$ cat src/rtl/grid_target_game.sv
// Reaction game engine for the RGB LED matrix: spawns LCG-placed coloured targets,
// scores cursor hits, counts misses and drives registered per-pixel colour vectors.
module grid_target_game #(
  parameter int unsigned ROWS           = 8,
  parameter int unsigned COLS           = 8,
  parameter int unsigned COLOR_BITS     = 4,
  parameter int unsigned TICK_DIV       = 50_000_000,
  parameter int unsigned LIFETIME_TICKS = 4,
  parameter int unsigned MAX_MISSES     = 3,
  parameter logic [31:0] SEED           = 32'h0000_0001
) (
  input  logic                              CLK100MHZ,
  input  logic                              i_rst_n,
  input  logic                              i_start,
  input  logic                              i_hit,
  input  logic [$clog2(ROWS)-1:0]           i_cursor_row,
  input  logic [$clog2(COLS)-1:0]           i_cursor_col,
  output logic [ROWS*COLS*COLOR_BITS-1:0]   o_red,
  output logic [ROWS*COLS*COLOR_BITS-1:0]   o_green,
  output logic [ROWS*COLS*COLOR_BITS-1:0]   o_blue,
  output logic [15:0]                       o_score,
  output logic [7:0]                        o_misses,
  output logic                              o_game_over
);

  localparam int unsigned NPIX   = ROWS * COLS;
  localparam int unsigned PIX_W  = $clog2(NPIX);
  localparam int unsigned VEC_W  = NPIX * COLOR_BITS;
  localparam int unsigned TICK_W = $clog2(TICK_DIV);
  localparam int unsigned LIFE_W = $clog2(LIFETIME_TICKS + 1);

  localparam logic [COLOR_BITS-1:0] FULL = {COLOR_BITS{1'b1}};
  localparam logic [COLOR_BITS-1:0] DIM  = COLOR_BITS'(1) << (COLOR_BITS - 2);

  localparam logic [2:0] S_IDLE   = 3'd0;
  localparam logic [2:0] S_SPAWN  = 3'd1;
  localparam logic [2:0] S_ACTIVE = 3'd2;
  localparam logic [2:0] S_FLASH  = 3'd3;
  localparam logic [2:0] S_OVER   = 3'd4;

  logic [2:0]        state, state_nxt;
  logic [31:0]       r;
  logic [31:0]       r_nxt;
  logic [PIX_W-1:0]  target;
  logic [PIX_W-1:0]  spawn_pos;
  logic [1:0]        color;
  logic [LIFE_W-1:0] life;
  logic [TICK_W-1:0] tick_cnt;
  logic [31:0]       cur_pix;
  logic              cur_in_range;
  logic              tick, expire, hit_ok, wrong_hit, misses_last;
  logic              score_inc, miss_inc, clr_counters;
  logic [VEC_W-1:0]  red_c, green_c, blue_c;

  assign r_nxt     = r * 32'd1664525 + 32'd1013904223;
  assign spawn_pos = PIX_W'((48'(r_nxt[31:16]) * 48'(NPIX)) >> 16);

  assign cur_pix      = 32'(i_cursor_row) * COLS + 32'(i_cursor_col);
  assign cur_in_range = (32'(i_cursor_row) < ROWS) && (32'(i_cursor_col) < COLS);

  assign tick        = ((state == S_ACTIVE) || (state == S_FLASH)) &&
                       (tick_cnt == TICK_W'(TICK_DIV - 1));
  assign expire      = tick && (life == LIFE_W'(1));
  assign hit_ok      = i_hit && cur_in_range && (cur_pix == 32'(target));
  assign wrong_hit   = i_hit && !hit_ok;
  assign misses_last = ({1'b0, o_misses} + 9'd1) == 9'(MAX_MISSES);

  // Next-state and control strobes; a matching hit outranks a simultaneous expiry
  always_comb begin
    state_nxt    = state;
    score_inc    = 1'b0;
    miss_inc     = 1'b0;
    clr_counters = 1'b0;
    case (state)
      S_IDLE, S_OVER: begin
        if (i_start) begin
          state_nxt    = S_SPAWN;
          clr_counters = 1'b1;
        end
      end
      S_SPAWN: state_nxt = S_ACTIVE;
      S_ACTIVE: begin
        if (hit_ok) begin
          score_inc = 1'b1;
          state_nxt = S_FLASH;
        end else if (wrong_hit || expire) begin
          miss_inc = 1'b1;
          if (misses_last)  state_nxt = S_OVER;
          else if (expire)  state_nxt = S_SPAWN;
        end
      end
      S_FLASH: if (tick) state_nxt = S_SPAWN;
      default: state_nxt = S_IDLE;
    endcase
  end

  always_ff @(posedge CLK100MHZ or negedge i_rst_n) begin
    if (!i_rst_n) state <= S_IDLE;
    else          state <= state_nxt;
  end

  // Target, lifetime, tick divider and score/miss counters
  always_ff @(posedge CLK100MHZ or negedge i_rst_n) begin
    if (!i_rst_n) begin
      r           <= SEED;
      target      <= '0;
      color       <= '0;
      life        <= '0;
      tick_cnt    <= '0;
      o_score     <= '0;
      o_misses    <= '0;
      o_game_over <= 1'b0;
    end else begin
      if (state == S_SPAWN) begin
        r      <= r_nxt;
        target <= spawn_pos;
        color  <= r_nxt[15:14];
        life   <= LIFE_W'(LIFETIME_TICKS);
      end else if ((state == S_ACTIVE) && tick) begin
        life <= life - LIFE_W'(1);
      end

      if (((state == S_ACTIVE) || (state == S_FLASH)) && (state_nxt == state))
        tick_cnt <= tick ? '0 : tick_cnt + TICK_W'(1);
      else
        tick_cnt <= '0;

      if (clr_counters)                        o_score <= '0;
      else if (score_inc && (o_score != 16'hFFFF)) o_score <= o_score + 16'd1;

      if (clr_counters)  o_misses <= '0;
      else if (miss_inc) o_misses <= o_misses + 8'd1;

      o_game_over <= (state_nxt == S_OVER);
    end
  end

  // Frame content for the current state; registered below so it lags by one cycle
  always_comb begin
    red_c   = '0;
    green_c = '0;
    blue_c  = '0;
    for (int unsigned p = 0; p < NPIX; p++) begin
      case (state)
        S_ACTIVE: begin
          if (p == 32'(target)) begin
            if ((color == 2'd0) || (color == 2'd3)) red_c[p*COLOR_BITS +: COLOR_BITS]   = FULL;
            if ((color == 2'd1) || (color == 2'd3)) green_c[p*COLOR_BITS +: COLOR_BITS] = FULL;
            if ((color == 2'd2) || (color == 2'd3)) blue_c[p*COLOR_BITS +: COLOR_BITS]  = FULL;
          end else if (cur_in_range && (p == cur_pix)) begin
            blue_c[p*COLOR_BITS +: COLOR_BITS] = DIM;
          end
        end
        S_FLASH: begin
          if (p == 32'(target)) begin
            red_c[p*COLOR_BITS +: COLOR_BITS]   = FULL;
            green_c[p*COLOR_BITS +: COLOR_BITS] = FULL;
            blue_c[p*COLOR_BITS +: COLOR_BITS]  = FULL;
          end
        end
        S_OVER: red_c[p*COLOR_BITS +: COLOR_BITS] = FULL;
        default: ;
      endcase
    end
  end

  always_ff @(posedge CLK100MHZ or negedge i_rst_n) begin
    if (!i_rst_n) begin
      o_red   <= '0;
      o_green <= '0;
      o_blue  <= '0;
    end else begin
      o_red   <= red_c;
      o_green <= green_c;
      o_blue  <= blue_c;
    end
  end

endmodule
$ cat config.mk
export PLATFORM = sky130hd
export DESIGN_NAME = grid_target_game
export DESIGN_NICKNAME = d
export VERILOG_FILES = /design/src/rtl/grid_target_game.sv
export SDC_FILE = /design/constraint.sdc
export NUM_CORES = 1
export LEC_CHECK = 0
export ABC_CLOCK_PERIOD_IN_PS = 8300
export BUFFER_PORTS_ARGS = -buffer_cell sky130_fd_sc_hd__buf_2
export CAP_MARGIN = 0
export CORE_AREA = 2 2 311 313
export CTS_CLUSTER_DIAMETER = 60
export CTS_CLUSTER_SIZE = 10
export DETAILED_ROUTE_END_ITERATION = 8
export DIE_AREA = 0 0 313 315
export PLACE_DENSITY = 0.48
export SETUP_SLACK_MARGIN = 0.5
export SLEW_MARGIN = 20
export SYNTH_ARGS = -nofsm -noshare
export SYNTH_HDL_FRONTEND = slang
export SYNTH_SLANG_ARGS = --single-unit
$ cat constraint.sdc
create_clock -name CLK100MHZ -period 8.3 [get_ports CLK100MHZ]
set_input_delay 0.83 -clock CLK100MHZ [delete_from_list [all_inputs] [get_ports CLK100MHZ]]
set_output_delay 0.83 -clock CLK100MHZ [all_outputs]
set_load 0.05 [all_outputs]
Word level (Yosys, flattened, before mapping)
Cells that the tools add are included.
{"block": "totals", "register_bits": 865, "out_inout_bits": 793, "wordCells": 718, "inputBits": 10}
{"block": "op_classes", "addsub": 7, "n_eq_ne": 140, "mul": 1, "reduce_logical": 21, "mux": 537}
{"cell": "2-to-1 mux 4 bit", "n": 259}
{"cell": "one-hot mux 4 bit (2 select lines)", "n": 128}
{"cell": "one-hot mux 4 bit (3 select lines)", "n": 64}
{"cell": "== test 6 x 7 -> 1 bit (first input constant)", "n": 32}
{"cell": "2-to-1 mux 3 bit", "n": 72}
{"cell": "== test 6 bit (first input constant)", "n": 32}
{"cell": "== test 5 x 7 -> 1 bit (first input constant)", "n": 16}
{"cell": "== test 5 x 6 -> 1 bit (first input constant)", "n": 16}
{"cell": "== test 4 x 7 -> 1 bit (first input constant)", "n": 8}
{"cell": "2-to-1 mux 26 bit", "n": 2}
{"cell": "== test 4 x 6 -> 1 bit (first input constant)", "n": 8}
{"cell": "adder 32 x 30 -> 32 bit (second input constant)", "n": 1}
{"cell": "zero test 32 bit", "n": 1}
{"cell": "multiplier 32 x 21 -> 32 bit (second input constant)", "n": 1}
{"cell": "2-to-1 mux 16 bit", "n": 2}
{"cell": "== test 3 x 7 -> 1 bit (first input constant)", "n": 4}
{"cell": "adder 26 x 1 -> 26 bit (second input constant)", "n": 1}
{"cell": "== test 26 bit (second input constant)", "n": 1}
{"cell": "== test 3 x 6 -> 1 bit (first input constant)", "n": 4}
{"cell": "adder 16 x 1 -> 16 bit (second input constant)", "n": 1}
{"cell": "2-to-1 mux 8 bit", "n": 2}
{"cell": "!= test 16 bit (second input constant)", "n": 1}
{"cell": "== test 2 x 7 -> 1 bit (first input constant)", "n": 2}
{"cell": "== test 2 x 6 -> 1 bit (first input constant)", "n": 2}
{"cell": "other kinds (24)", "n": 46}

Depth between registers and ports, before layout
{"block": "logic_depth", "depth_word": 12, "mapped_depth": 23, "ltp_nobuf": 23}

Worst setup path after synthesis
OpenSTA, ideal clock, no wires.
{"block": "synth_timing", "kind": "reg2reg", "start": "register r[2]", "end": "register r[31]", "t_required_ns": 8.233, "path_stages_with_launch": 22, "synth_period_minus_slack_ns": 6.055, "setup_ns": 0.067, "t_arrival_ns": 5.989, "path_slack_ns": 2.245, "cell_sequence": "dfrtp_1 > inv_1 > ha_1 > inv_1 > fa_1 > fa_1 > fa_1 > inv_1 > fa_1 > inv_1 > fa_1 > inv_1 > fa_1 > inv_1 > ha_1 > and3_1 > a221oi_1 > o2bb2ai_1 > a211o_1 > a21o_1 > a211oi_1 > o41a_1"}
{"block": "synth_via", "elab_chain_len": 2}
{"item": "start, declared", "line_no": "42", "text": "logic [31:0] r;"}
{"item": "start signal, assigned", "line_no": "115", "text": "r <= r_nxt;"}
{"item": "multiplier 32 x 21 -> 32 bit", "line_no": "55", "text": "assign r_nxt = r * 32'd1664525 + 32'd1013904223;"}
{"item": "adder 32 x 30 -> 32 bit", "line_no": "55"}
No other way between the ends.
A chain may end at the register's enable or synchronous reset.

Final worst setup path
{"block": "layout_timing", "start": "register r[1]", "end": "register r[31]"}
The elaborated chain is that of the path after synthesis.

==> metrics <==
sequential-to-total area share from yosys stat=36.5%; setup TNS=0 ns; CTS hold repair buffers=0; top-count cell post-synth=buf_4; Routed WL=81500 µm; maximum root-to-sink buffer count=3; synth warn=0; ys async rst share=100%; routed len/inst=approximately 20 µm; gr ovfl total=0; routed length on met2=38700 µm; WS Path Type=register to register; worst r2r path cells=21; Die X=approximately 310 µm; Post-synth EDFFs=0; final design utilization=28.2%; most instantiated cells after synthesis=buf_4 (512), dfrtp_1 (344), inv_1 (295), nor2_1 (208), nand2_1 (204); Fin Hold WS=roughly 0.27 ns; Final Max Slew Viols=0; Max-slew headroom=24.3%; die area=0.0986 mm²; CTS tree=yes; TritonCTS Buffers=49; Rows=~110; DRC=0; pin count of the biggest net entering global routing=114; Crit Path Max Fanout=11; Unique masters post-synth=63; Syn Inst Count=about 2400; Root Buffer=clkbuf_16; clk_lat worst skew=0.60 ns; Placer Congestion=0.867; vias in the first global route=15900; Area Growth Syn to Fin=13.8%; Max Fclk=0.154 GHz; post-CTS setup buffer count=0; via-per-instance ratio=4.14; top-level I/O count=roughly 800; CTS-repair resized insts=0; CTS H-tree depth=2; CP Capture Type=register; Synth top area share=36.4%; vias=~17000; startpoint types=register; GRT Total Usage=15.9%; highest routed layer=met5; Synth Cell Area=0.0237 mm²; initial antenna violation count=8; FF+latch count, synth=345; number of max-cap violations=0; cell taking the most area after synthesis=dfrtp_1; clock sink count=345; Core ar.=0.0957 mm²; outcome=finished, final reports clean; Detailed Place HPWL=65600 µm; PortBufs=802; RSZ-0062 raised after global routing=no; CP Data Arrival Time=7.02 ns; Area contributors post-synth=dfrtp_1 (36%), buf_4 (16%), fa_1 (12%); layout cell share with drive strength beyond 1=33.4%; drt first pass iters=5; endpoints failing hold=0; 1st-iter DRT viols=1039; final worst path period need=between 6 and 7 ns; worst slew pin tran=1.12 ns; setup-violating endpoint count in the final report=0; Critical Path RT=8.83 ns; syn_area_per_cell=9.70 µm²; Initial Util=24.7%; syn nets=2760; clk_skew=0.0329 ns; crit share post-route=78.2%; M1 WL=35500 µm; main flop type after synthesis=dfrtp_1; first-pass GRT wire length=114000 µm; Reg clk slew, reported paths=approximately 0.050 ns; nets@finish=around 3100; antenna-violating nets left=0; HP Class=input pin to async pin; die height=approximately 320 µm; Met3 Wirelength=5020 µm
[sequential cells by signal, indices dropped and copies added (netlist names)]
register	count
o_red	64
o_game_over	1
o_green	64
o_blue	128
life	3
tick_cnt	26
r	32
o_score	16
state	3
o_misses	8
[layout by cell type (no fill, tap or decap), drive strengths merged, types with 4 or more instances in the layout]
master | synthesis | layout
nand2 | 204 | 204
nand4 | 14 | 14
and3 | 20 | 20
diode | 0 | 4
clkbuf | 58 | 53
a21oi | 31 | 31
ha | 169 | 169
or3 | 5 | 5
a21o | 13 | 13
buf | 519 | 827
a31oi | 4 | 4
and2 | 13 | 13
nand2b | 11 | 11
nor3b | 4 | 4
xor2 | 41 | 41
nor2b | 8 | 8
o21ai | 118 | 118
mux2 | 4 | 4
a211oi | 5 | 5
o21bai | 4 | 4
fa | 139 | 139
nand3 | 33 | 33
and4 | 4 | 4
inv | 295 | 301
dfrtp | 344 | 344
xnor2 | 50 | 50
nor2 | 208 | 208
clkinv | 0 | 9
nor4 | 4 | 4
nor3 | 14 | 14
o22ai | 65 | 65
o31ai | 4 | 4
[critical path, stage by stage (launching register included)]
cell and delay, ns:
dfrtp_1 0.60, inv_1 0.19, ha_1 0.42, fa_1 0.38, inv_1 0.08, fa_1 0.45
fa_1 0.55, inv_1 0.06, fa_1 0.52, inv_1 0.05, fa_1 0.53, inv_1 0.06
fa_1 0.53, inv_1 0.04, ha_1 0.35, and3_1 0.21, a221oi_1 0.35, o2bb2ai_1 0.10
a211o_1 0.34, a21o_1 0.22, a211oi_1 0.23, o41a_1 0.17
[metrics by stage]
step	cell area (µm²)	cells	worst slack, ns
2_1_floorplan	23700	2442	2.24
3_3_place_gp	25400	3968	1.83
3_5_place_dp	25400	3968	1.81
4_1_cts	26900	4040	1.81
5_1_grt	26900	4040	1.53
6_report	26900	4044	1.81
[kinds of logic after synthesis]
group / after synthesis / share of synthesized area, %
buf+inv: 872 / 22.1
simple gates: 550 / 10.2
flops: 345 / 36.5
fa+ha+maj: 308 / 20.7
compound gates: 269 / 6.82
xor+xnor: 91 / 3.43
mux: 7 / 0.317
[path summary, 6_finish.rpt]
path / from / to / slack, ns
hold / removal: i_rst_n / tick_cnt[21] / 0.27
setup / recovery: r[1] / r[31] / 1.81
setup reg to reg: r[1] / r[31] / 1.81
hold reg to reg: tick_cnt[0] / tick_cnt[0] / 0.51
min in group CLK100MHZ: tick_cnt[0] / tick_cnt[0] / 0.51
max in group asynchronous: i_rst_n / o_red[123] / 6.42
[cell type report]
cell class / instances / area, µm²
antenna: 4 / 10.0
clock buffer: 53 / 1250
clock inverter: 19 / 258
fill: 10200 / 68800
inverter: 295 / 1110
multi-input combinational: 1225 / 9870
sequential: 345 / 8630
tap: 1276 / 1600
timing repair buffer: 827 / 4220
[per-layer routing]
metal	GRT usage, %	vias to the layer above
met2	26.2	554
met1	21.0	8276
li1	-	7810
met5	0	-
met3	3.49	84
met4	4.47	2
Power is left out: the tool's default activity adds up to more than one toggle a clock period on the data nets, which glitch-free logic cannot reach.
